==> config.mk <==
export PLATFORM = sky130hd
export DESIGN_NAME = dmem_access_ctrl
export DESIGN_NICKNAME = d
export VERILOG_FILES = /design/src/rtl/dmem_ctrl_pkg.sv /design/src/rtl/dmem_load_align.sv /design/src/rtl/dmem_access_ctrl.sv
export SDC_FILE = /design/constraint.sdc
export NUM_CORES = 1
export LEC_CHECK = 0
export ABC_CLOCK_PERIOD_IN_PS = 3500
export CAP_MARGIN = 0
export CELL_PAD_IN_SITES_DETAIL_PLACEMENT = 1
export CELL_PAD_IN_SITES_GLOBAL_PLACEMENT = 1
export CORE_ASPECT_RATIO = 0.6
export CORE_MARGIN = 10
export CORE_UTILIZATION = 36
export CTS_CLUSTER_DIAMETER = 50
export DETAILED_ROUTE_END_ITERATION = 8
export PLACE_DENSITY_LB_ADDON = 0.1
export SYNTH_ARGS = -nofsm -noshare
export SYNTH_HDL_FRONTEND = slang
export SYNTH_SLANG_ARGS = --single-unit
==> constraint.sdc <==
create_clock -name clk -period 3.5 [get_ports clk]
set_input_delay 0.7 -clock clk [delete_from_list [all_inputs] [get_ports clk]]
set_output_delay 0.7 -clock clk [all_outputs]
set_load 0.1 [all_outputs]
==> src/rtl/dmem_ctrl_pkg.sv <==
// dmem_ctrl_pkg: shared size encodings, FSM states and width defaults for the data-memory access controller
package dmem_ctrl_pkg;

    localparam int ADDR_W_DEF = 15;
    localparam int XLEN_DEF   = 32;

    localparam logic [1:0] SZ_B = 2'b00;
    localparam logic [1:0] SZ_H = 2'b01;
    localparam logic [1:0] SZ_W = 2'b10;

    typedef enum logic [2:0] {
        IDLE,
        ISSUE0,
        ISSUE1,
        DRAIN,
        RESP
    } state_e;

endpackage

==> src/rtl/dmem_load_align.sv <==
// dmem_load_align: turns four captured little-endian bytes into a sign- or zero-extended load result
module dmem_load_align
    import dmem_ctrl_pkg::*;
#(
    parameter int XLEN = XLEN_DEF
) (
    input  logic [31:0]     bytes_i,
    input  logic [1:0]      size_i,
    input  logic            unsigned_i,
    output logic [XLEN-1:0] data_o
);

    logic [31:0] ext;

    // Byte and half results extend from their top bit unless unsigned; word and size 11 pass through
    always_comb begin
        ext    = size_i == SZ_B ? {{24{~unsigned_i & bytes_i[7]}}, bytes_i[7:0]} :
                 size_i == SZ_H ? {{16{~unsigned_i & bytes_i[15]}}, bytes_i[15:0]} :
                 bytes_i;
        data_o = XLEN'(ext);
    end

endmodule

==> src/rtl/dmem_access_ctrl.sv <==
// dmem_access_ctrl: splits MEM-stage loads/stores into even/odd byte beats on a dual-port byte RAM
module dmem_access_ctrl
    import dmem_ctrl_pkg::*;
#(
    parameter int ADDR_W = ADDR_W_DEF,
    parameter int XLEN   = XLEN_DEF
) (
    input  logic              clk,
    input  logic              rst_n,
    input  logic              req_valid_i,
    output logic              req_ready_o,
    input  logic              req_we_i,
    input  logic [1:0]        req_size_i,
    input  logic              req_unsigned_i,
    input  logic [ADDR_W-1:0] req_addr_i,
    input  logic [XLEN-1:0]   req_wdata_i,
    output logic              rsp_valid_o,
    output logic [XLEN-1:0]   rsp_rdata_o,
    output logic [ADDR_W-1:0] ram_addr_a_o,
    output logic [ADDR_W-1:0] ram_addr_b_o,
    output logic [7:0]        ram_wdata_a_o,
    output logic [7:0]        ram_wdata_b_o,
    output logic              ram_we_a_o,
    output logic              ram_we_b_o,
    input  logic [7:0]        ram_rdata_a_i,
    input  logic [7:0]        ram_rdata_b_i
);

    state_e            state_q, state_d;
    logic              we_q, we_d;
    logic [1:0]        size_q, size_d;
    logic              uns_q, uns_d;
    logic [ADDR_W-1:0] addr_q, addr_d;
    logic [31:0]       wdata_q, wdata_d;
    logic [15:0]       rb_q, rb_d;
    logic [XLEN-1:0]   rsp_q, rsp_d;
    logic              is_word, issue, hi;
    logic [31:0]       load_bytes;
    logic [XLEN-1:0]   load_data;

    assign is_word     = size_q >= SZ_W;
    assign req_ready_o = state_q == IDLE;
    assign rsp_valid_o = state_q == RESP;
    assign rsp_rdata_o = rsp_q;

    // In DRAIN the RAM read ports carry the last beat; a word also needs the beat-0 bytes saved in ISSUE1
    assign load_bytes = is_word ? {ram_rdata_b_i, ram_rdata_a_i, rb_q}
                                : {16'h0000, ram_rdata_b_i, ram_rdata_a_i};

    dmem_load_align #(.XLEN(XLEN)) u_align (
        .bytes_i    (load_bytes),
        .size_i     (size_q),
        .unsigned_i (uns_q),
        .data_o     (load_data)
    );

    // State and request registers; reset drops the RAM enables at once because they decode state_q
    always_ff @(posedge clk or negedge rst_n) begin
        if (!rst_n) begin
            state_q <= IDLE;
            we_q    <= 1'b0;
            size_q  <= 2'b00;
            uns_q   <= 1'b0;
            addr_q  <= '0;
            wdata_q <= '0;
            rb_q    <= '0;
            rsp_q   <= '0;
        end else begin
            state_q <= state_d;
            we_q    <= we_d;
            size_q  <= size_d;
            uns_q   <= uns_d;
            addr_q  <= addr_d;
            wdata_q <= wdata_d;
            rb_q    <= rb_d;
            rsp_q   <= rsp_d;
        end
    end

    // Sequencing: latch the request in IDLE, step through the beats, build the response on entry to RESP
    always_comb begin
        state_d = state_q;
        we_d    = we_q;
        size_d  = size_q;
        uns_d   = uns_q;
        addr_d  = addr_q;
        wdata_d = wdata_q;
        rb_d    = rb_q;
        rsp_d   = rsp_q;
        case (state_q)
            IDLE: begin
                if (req_valid_i) begin
                    state_d = ISSUE0;
                    we_d    = req_we_i;
                    size_d  = req_size_i;
                    uns_d   = req_unsigned_i;
                    addr_d  = req_addr_i;
                    wdata_d = req_wdata_i[31:0];
                end
            end
            ISSUE0:  state_d = is_word ? ISSUE1 : we_q ? RESP : DRAIN;
            ISSUE1: begin
                state_d = we_q ? RESP : DRAIN;
                rb_d    = {ram_rdata_b_i, ram_rdata_a_i};
            end
            DRAIN:   state_d = RESP;
            RESP:    state_d = IDLE;
            default: state_d = IDLE;
        endcase
        if (state_d == RESP) rsp_d = we_q ? '0 : load_data;
    end

    // RAM port drive: port A takes even offsets, port B odd; everything is zero outside the issue beats
    always_comb begin
        issue         = state_q == ISSUE0 || state_q == ISSUE1;
        hi            = state_q == ISSUE1;
        ram_addr_a_o  = issue ? addr_q + ADDR_W'({hi, 1'b0}) : '0;
        ram_addr_b_o  = issue ? addr_q + ADDR_W'({hi, 1'b1}) : '0;
        ram_wdata_a_o = issue ? (hi ? wdata_q[23:16] : wdata_q[7:0]) : 8'h00;
        ram_wdata_b_o = issue ? (hi ? wdata_q[31:24] : wdata_q[15:8]) : 8'h00;
        ram_we_a_o    = issue & we_q;
        ram_we_b_o    = issue & we_q & (hi | size_q != SZ_B);
    end

endmodule

==> results of run 1 <==
-- cell type report --
cell class | instances | area, sq um | area share
clock buffers | 9 | 225 | 0.0295
clock inverters | 7 | 115 | 0.0151
inverters | 3 | 16.3 | 0.00213
multi-input cells | 375 | 2440 | 0.319
flip-flops and latches | 102 | 2550 | 0.334
well taps | 192 | 240 | 0.0314
repair buffers | 167 | 2060 | 0.269
-- state kept, by name, summed over array words and instances, names as in the netlist --
signal	flops
rsp_rdata_o	32
wdata_q	32
rb_q	16
addr_q	15
state_q	3
size_q	2
uns_q	1
we_q	1
-- metal layers --
metal	routed length (um)	vias to the layer above	share of wire
met2	7670	104	0.46
met1	7970	2180	0.47
li1	-	2063	-
met5	28	-	0.0017
met3	1060	13	0.063
met4	125	4	0.0074
-- what timing repair did --
action / 4_1_cts / 5_1_grt
hold endpoints to repair: 0 / 0
endpoints found under the setup margin: 3 / 4
buffers inserted: 1 / 2
resized for setup: 4 / 4
pin swaps: 2 / 1
-- per-stage QoR --
stage / utilization / setup TNS, ns / setup WS, ns
after floorplan: - / -19.32 / -0.453
after global placement: 0.529 / 0 / 0.413
after detailed placement: 0.529 / 0 / 0.304
after CTS: 0.555 / 0 / 0.0241
after global routing: 0.558 / -0.0121 / -0.0121
final: 0.558 / 0 / 0.0947
-- synth_stat cells (3+ instances only) --
master,instances,area (sq um)
dfrtp_1,102,2550
and4_1,3,26.3
xor2_1,12,105
or4_1,6,45.0
buf_2,10,50.1
mux2i_1,12,120
mux2_2,51,574
clkbuf_1,27,101
or3_1,6,37.5
buf_1,3,11.3
nand2_1,122,458
o21ai_0,9,45.0
nand4_1,4,25.0
o22ai_1,8,50.1
nand2b_1,3,18.8
o31ai_1,36,270
a21o_1,3,22.5
and2_1,6,37.5
nand3_1,8,40.0
a21oi_1,27,135
o211ai_1,3,22.5
nor2_1,38,143
-- worst max-delay path by stage --
stage,endpoint,slack [ns],depth (start not counted)
3_3_place_gp,ram_addr_b_o[9],0.41,9
6_report,ram_addr_b_o[9],0.09,9
4_1_cts,ram_addr_b_o[13],0.02,9
5_1_grt,ram_addr_b_o[9],-0.01,9
2_1_floorplan,ram_we_b_o,-0.45,5
3_5_place_dp,ram_addr_b_o[13],0.30,9
-- kinds of logic (layout without fill, tap and decap cells) --
kind of cell | Yosys count | in the layout | share of synthesized area
buf+inv | 45 | 186 | 0.0390
flops | 102 | 102 | 0.503
mux | 63 | 63 | 0.137
xor+xnor | 14 | 14 | 0.0242
fa+ha+maj | 2 | 2 | 0.00493
compound gates | 88 | 88 | 0.111
simple gates | 208 | 208 | 0.181
==> flow_metrics.env, run 1 <==
export IMPL_busiest_layer="met2"
export IMPL_critPathArrivalTime_ns=2.71
export IMPL_ys_warn_count=0
export IMPL_dieArea_sq_um=19400
export IMPL_fin_skew_ns=0.0134
export IMPL_slew_headroom=0.306
export IMPL_cp_start_kind="register"
export IMPL_synth_seq_cells=102
export IMPL_layoutNonFillerInstCount=855
export IMPL_syn_inst=522
export IMPL_rr_worst_depth=4
export IMPL_clock_latency_ns=0.35
export IMPL_grt_first_pass_wirelength_um=27200
export IMPL_die_y_um=112
export IMPL_clockRootBuffer="clkbuf_16"
export IMPL_crit_chain="nor3b_4 > nand2_2 > clkinv_4 > ha_4 > nor2_1 > mux2_4 > or4_4 > a21oi_4 > buf_12"
export IMPL_rr_endpoint="rsp_rdata_o[26]"
export IMPL_r2r_start="size_q[1]"
export IMPL_synth_edf_count=0
export IMPL_end_kind="output pin"
export IMPL_final_nets=730
export IMPL_crit_slowest_cell="or4_4"
export IMPL_path_class="register to output pin"
export IMPL_status="completed"
export IMPL_netlist_area_sq_um=5070
export IMPL_drt_first_iter_violations=185
export IMPL_met3_usage=0.0628
export IMPL_crit_fanout=11
export IMPL_r2r_setup_slack_ns=1.23
export IMPL_io_pins=152
export IMPL_viasPerCell=5.10
export IMPL_slew_violations=0
export IMPL_drive_gt1_frac=0.255
export IMPL_seq_area_frac_synth=0.503
export IMPL_crit_family="simple AND/OR/NAND/NOR gates"
export IMPL_port_buffers=151
export IMPL_cts_tree="built"
export IMPL_finalSetupViolCount=0
export IMPL_avgSynthCellArea_sq_um=9.72
export IMPL_antenna_found_initial=3
export IMPL_synth_fp_nets=594
export IMPL_synth_cell_type_count=40
export IMPL_finalWeightedCongestion=0.809
export IMPL_syn2layout_area_growth_pct=50.6
export IMPL_dpl_instance_area_sq_um=7250
export IMPL_wirelength_um=16900
export IMPL_fill_cells=1492
export IMPL_clock_path_buffers=2
export IMPL_cts_made_buffers=9
export IMPL_period_minus_slack_ns=3.41
export IMPL_drv_cap=0
export IMPL_grt_max_degree=66
export IMPL_die_width_um=173
export IMPL_initial_utilization=0.370
export IMPL_grt_util_met1=0.230
export IMPL_period_share=0.973
export IMPL_overflow=0
export IMPL_tightestPinTransition_ns=1.04
export IMPL_hold_ws_ns=0.417
export IMPL_ys_flop_type="dfrtp_1"
export IMPL_grt_total_usage=0.173
export IMPL_path_buf_inv=2
export IMPL_cp_startpoint="state_q[0]"
export IMPL_grt_pass1_vias=4701
export IMPL_core_area_sq_um=13700
export IMPL_dp_cells=836
export IMPL_use_met2=0.266
export IMPL_mostFrequentLayoutCell="nand2_1"
export IMPL_hpwl_um=12500
export IMPL_stdcell_area_sq_um=7640
export IMPL_diodes=0
export IMPL_path_clk_slew_ns=0.08
export IMPL_mostFrequentLayoutCells="nand2_1, dfrtp_1, clkdlybuf4s50_1, mux2_2, buf_12"
export IMPL_row_count=33
export IMPL_holdCritPathClass="input pin to asynchronous set/reset pin"
export IMPL_drc=0
export IMPL_h_tree_depth=3
export IMPL_max_freq_mhz=294
export IMPL_via_count=4364
export IMPL_drtPass1Iterations=4
export IMPL_avgRoutedWirePerCell_um=19.7
export IMPL_detail_route_antenna_nets=0
export IMPL_clkSinkCount=102
export IMPL_critPathMaxStageDelay_ns=0.54
export IMPL_cts_hold_buf=0
export IMPL_critPathRequiredTime_ns=2.80
export IMPL_synthArstFlopShare=1.00
export IMPL_hold_viol_final=0
Power of run 1 is left out: the tool's default activity adds up to more than one toggle a clock period on the data nets, which glitch-free logic cannot reach.
==> inputs of run 2 (changes only) <==
- ABC_CLOCK_PERIOD_IN_PS: 3500 -> 3460
- CTS_BUF_LIST: default -> sky130_fd_sc_hd__clkbuf_16
- clock period: 3.5 -> 3.46 ns (I/O delays scaled with it)
==> flow_metrics.env, run 2 (same netlist as run 1, synthesis figures left out) <==
export IMPL_status="completed"
export IMPL_dieArea_sq_um=19400
export IMPL_tightestPinTransition_ns=1.02
export IMPL_initial_utilization=0.370
export IMPL_grt_setup_unrepaired="false"
export IMPL_grt_pass1_vias=4774
export IMPL_finalSetupViolCount=0
export IMPL_grt_max_degree=65
export IMPL_end_kind="output pin"
export IMPL_viasPerCell=5.11
export IMPL_die_width_um=173
export IMPL_fin_skew_ns=0.00876
export IMPL_detail_route_antenna_nets=0
export IMPL_critPathArrivalTime_ns=2.61
export IMPL_row_count=33
export IMPL_mostFrequentLayoutCells="nand2_1, dfrtp_1, clkdlybuf4s50_1, mux2_2, buf_12"
export IMPL_drt_first_iter_violations=233
export IMPL_slew_violations=0
export IMPL_syn2layout_area_growth_pct=51.2
export IMPL_crit_chain="nor3b_4 > nand2_2 > clkinv_4 > ha_4 > nor2_1 > mux2_4 > or4_4 > a21oi_4 > buf_12"
export IMPL_cts_made_buffers=9
export IMPL_grt_total_usage=0.170
export IMPL_avgRoutedWirePerCell_um=19.6
export IMPL_clockRootBuffer="clkbuf_16"
export IMPL_clock_path_buffers=2
export IMPL_port_buffers=151
export IMPL_diodes=0
export IMPL_layoutNonFillerInstCount=856
export IMPL_die_y_um=112
export IMPL_mostFrequentLayoutCell="nand2_1"
export IMPL_io_pins=152
export IMPL_hold_ws_ns=0.442
export IMPL_via_count=4374
export IMPL_critPathMaxStageDelay_ns=0.53
export IMPL_worst_slack_ns=0.153
export IMPL_slew_headroom=0.321
export IMPL_overflow=0
export IMPL_h_tree_depth=3
export IMPL_max_freq_mhz=302
export IMPL_cp_start_kind="register"
export IMPL_antenna_found_initial=1
export IMPL_path_class="register to output pin"
export IMPL_finalWeightedCongestion=0.805
export IMPL_drtPass1Iterations=4
export IMPL_core_area_sq_um=13700
export IMPL_dp_cells=837
export IMPL_hpwl_um=12300
export IMPL_period_share=0.956
export IMPL_drive_gt1_frac=0.286
export IMPL_crit_slowest_cell="or4_4"
export IMPL_period_minus_slack_ns=3.31
export IMPL_critPathRequiredTime_ns=2.77
export IMPL_clkSinkCount=102
export IMPL_clock_latency_ns=0.35
export IMPL_cts_tree="built"
export IMPL_path_clk_slew_ns=0.08
export IMPL_holdCritPathClass="input pin to asynchronous set/reset pin"
export IMPL_drc=0
export IMPL_final_nets=731
export IMPL_wirelength_um=16800
export IMPL_place_ws_ns=0.264
export IMPL_grt_first_pass_wirelength_um=26900
export IMPL_drv_cap=0
export IMPL_finalSetupTns_ns=0
export IMPL_crit_fanout=8
export IMPL_hold_viol_final=0
run 2: cell count changes in the layout (fill, tap and decap cells not counted), sizes merged:
cell,delta
clkinv,-1
clkdlybuf4s50,-9
inv,+3
mux2,+1
bufinv,-1
buf,+9
clkinvlp,-1
run 2: layout make-up:
cell class	count	area, sq um
clock buffer	9	225
clock inverter	7	90.1
fill	1461	6040
inverter	3	16.3
multi-input combinational	376	2490
sequential	102	2550
tap	192	240
timing repair buffer	167	2050
run 2: timing repair:
item / 4_1_cts / 5_1_grt
setup endpoints to repair: 3 / 2
gates resized for setup: 2 / 3
gates cloned: 0 / 1
setup buffers: 1 / 1
hold buffers: 0 / 0
pin swaps: 1 / 1
run 2: per-stage QoR:
stage	cell area, sq um	utilization
after global routing	7670	0.560
after floorplan	5210	-
after global placement	7310	0.533
after CTS	7640	0.557
after detailed placement	7310	0.533
final	7670	0.560
run 2: layer usage:
layer	global-route usage	routed length [um]	up-vias
met5	0	17	-
met4	0.0326	132	2
met3	0.0614	1100	14
met2	0.271	7690	115
met1	0.220	7810	2171
li1	-	-	2072
run 2: path summary, 6_finish.rpt:
kind                            startpoint               to  slack [ns]  depth (start not counted)
max in group asynchronous            rst_n   rsp_rdata_o[7]        2.29                          2
setup reg to reg                 size_q[1]  rsp_rdata_o[21]        1.15                          4
min in group clk           rsp_rdata_o[23]  rsp_rdata_o[23]        0.48                          2
hold reg to reg            rsp_rdata_o[23]  rsp_rdata_o[23]        0.48                          2
setup / recovery                state_q[2]  ram_addr_b_o[9]        0.15                          9
hold / removal                       rst_n  rsp_rdata_o[29]        0.44                          1
run 2: critical path, delay by kind of cell, from the launching register on:
kind / cells / cell delay [ns]
compound gates: 1 / 0.16
fa+ha+maj: 1 / 0.15
buf+inv: 2 / 0.29
flops: 1 / 0.41
mux: 1 / 0.32
simple gates: 4 / 0.92
Power of run 2 is left out for the same reason.
==> inputs of run 3 (changes only) <==
- TNS_END_PERCENT: default -> 1
==> flow_metrics.env, run 3 (same netlist as run 1, synthesis figures left out) <==
export IMPL_status="completed"
export IMPL_critPathMaxStageDelay_ns=0.48
export IMPL_critPathRequiredTime_ns=2.77
export IMPL_rr_worst_depth=4
export IMPL_final_nets=729
export IMPL_place_ws_ns=0.235
export IMPL_finalWeightedCongestion=0.833
export IMPL_via_count=4341
export IMPL_tightestPinTransition_ns=0.989
export IMPL_drv_cap=0
export IMPL_hold_ws_ns=0.404
export IMPL_end_kind="output pin"
export IMPL_viasPerCell=5.08
export IMPL_die_y_um=112
export IMPL_detail_route_antenna_nets=0
export IMPL_grt_first_pass_wirelength_um=26500
export IMPL_mostFrequentLayoutCell="nand2_1"
export IMPL_drtPass1Iterations=4
export IMPL_fin_skew_ns=0.0135
export IMPL_period_minus_slack_ns=3.33
export IMPL_r2r_setup_slack_ns=1.09
export IMPL_r2r_start="size_q[1]"
export IMPL_clkSinkCount=102
export IMPL_io_pins=152
export IMPL_max_freq_mhz=301
export IMPL_dpl_instance_area_sq_um=7170
export IMPL_clock_path_buffers=2
export IMPL_worst_slack_ns=0.133
export IMPL_initial_utilization=0.370
export IMPL_crit_slowest_cell="or4_1"
export IMPL_final_core_util=0.548
export IMPL_cts_tree="built"
export IMPL_clock_latency_ns=0.35
export IMPL_drc=0
export IMPL_h_tree_depth=3
export IMPL_die_width_um=173
export IMPL_grt_total_usage=0.167
export IMPL_overflow=0
export IMPL_slew_headroom=0.339
export IMPL_hold_viol_final=0
export IMPL_mostFrequentLayoutCells="nand2_1, dfrtp_1, clkdlybuf4s50_1, mux2_2, buf_12"
export IMPL_cts_made_buffers=9
export IMPL_grt_max_degree=66
export IMPL_stdcell_area_sq_um=7510
export IMPL_period_share=0.962
export IMPL_slew_violations=0
export IMPL_port_buffers=151
export IMPL_avgRoutedWirePerCell_um=19.3
export IMPL_row_count=33
export IMPL_grt_pass1_vias=4675
export IMPL_rr_endpoint="rsp_rdata_o[22]"
export IMPL_antenna_found_initial=2
export IMPL_wirelength_um=16500
export IMPL_crit_chain="nor3b_4 > nand2_2 > clkinv_4 > ha_2 > nor2_1 > mux2_4 > buf_4 > or4_1 > nand2_2 > buf_12"
export IMPL_crit_fanout=9
export IMPL_critPathMostFrequentCell="nand2_2"
export IMPL_core_area_sq_um=13700
export IMPL_holdCritPathClass="input pin to asynchronous set/reset pin"
export IMPL_fill_cells=1484
export IMPL_finalSetupViolCount=0
export IMPL_drt_first_iter_violations=168
export IMPL_cp_start_kind="register"
export IMPL_dieArea_sq_um=19400
export IMPL_path_class="register to output pin"
export IMPL_path_clk_slew_ns=0.08
export IMPL_hpwl_um=12100
export IMPL_syn2layout_area_growth_pct=48.0
export IMPL_drive_gt1_frac=0.254
export IMPL_critPathArrivalTime_ns=2.64
export IMPL_cp_startpoint="state_q[0]"
export IMPL_clockRootBuffer="clkbuf_16"
run 3: cell count changes in the layout (fill, tap and decap cells not counted), sizes merged:
cell	delta
clkdlybuf4s50	+1
clkinvlp	+1
buf	-2
bufinv	-1
mux2	-1
clkinv	+1
diode	+1
inv	-1
run 3: critical path: cells and delay by family (launching register included):
kind | cells | cell delay, ns
simple gates | 5 | 0.98
flops | 1 | 0.41
buf+inv | 3 | 0.39
mux | 1 | 0.32
fa+ha+maj | 1 | 0.18
run 3: what timing repair did:
action                                  CTS  global route
hold buffers                              0             0
buffers inserted                          1             2
gates resized for setup                   1             9
endpoints found under the setup margin    2             3
pin swaps                                 2             6
run 3: final cells by class:
type                    instances  area, sq um  area share
well taps                     192          240      0.0320
clock inverters                 7         53.8     0.00716
diodes                          1         2.50    0.000333
repair buffers                166         2040       0.271
flip-flops and latches        102         2550       0.340
inverters                       3         16.3     0.00217
clock buffers                   9          225      0.0300
multi-input cells             375         2380       0.317
run 3: worst max path at each step:
stage	to	cells past startpoint
floorplan	ram_addr_b_o[14]	7
global placement	ram_addr_b_o[13]	9
detailed placement	ram_addr_b_o[13]	9
CTS	ram_addr_b_o[13]	9
global route	ram_addr_b_o[13]	9
finish	ram_addr_b_o[5]	10
run 3: per-stage QoR:
step / instances / setup TNS [ns]
finish: 855 / 0
floorplan: 522 / -24.72
global route: 854 / -0.00200
global placement: 835 / 0
detailed placement: 835 / 0
CTS: 852 / 0
run 3: metal layers:
| layer | vias up | wire, um | track usage | share of wire |
|---|---|---|---|---|
| li1 | 2070 | - | - | - |
| met1 | 2161 | 7820 | 0.219 | 0.47 |
| met2 | 101 | 7570 | 0.261 | 0.46 |
| met3 | 9 | 1030 | 0.0601 | 0.063 |
| met4 | 0 | 76 | 0.0286 | 0.0046 |
| met5 | - | 0 | 0 | 0 |
Power of run 3 is left out for the same reason.
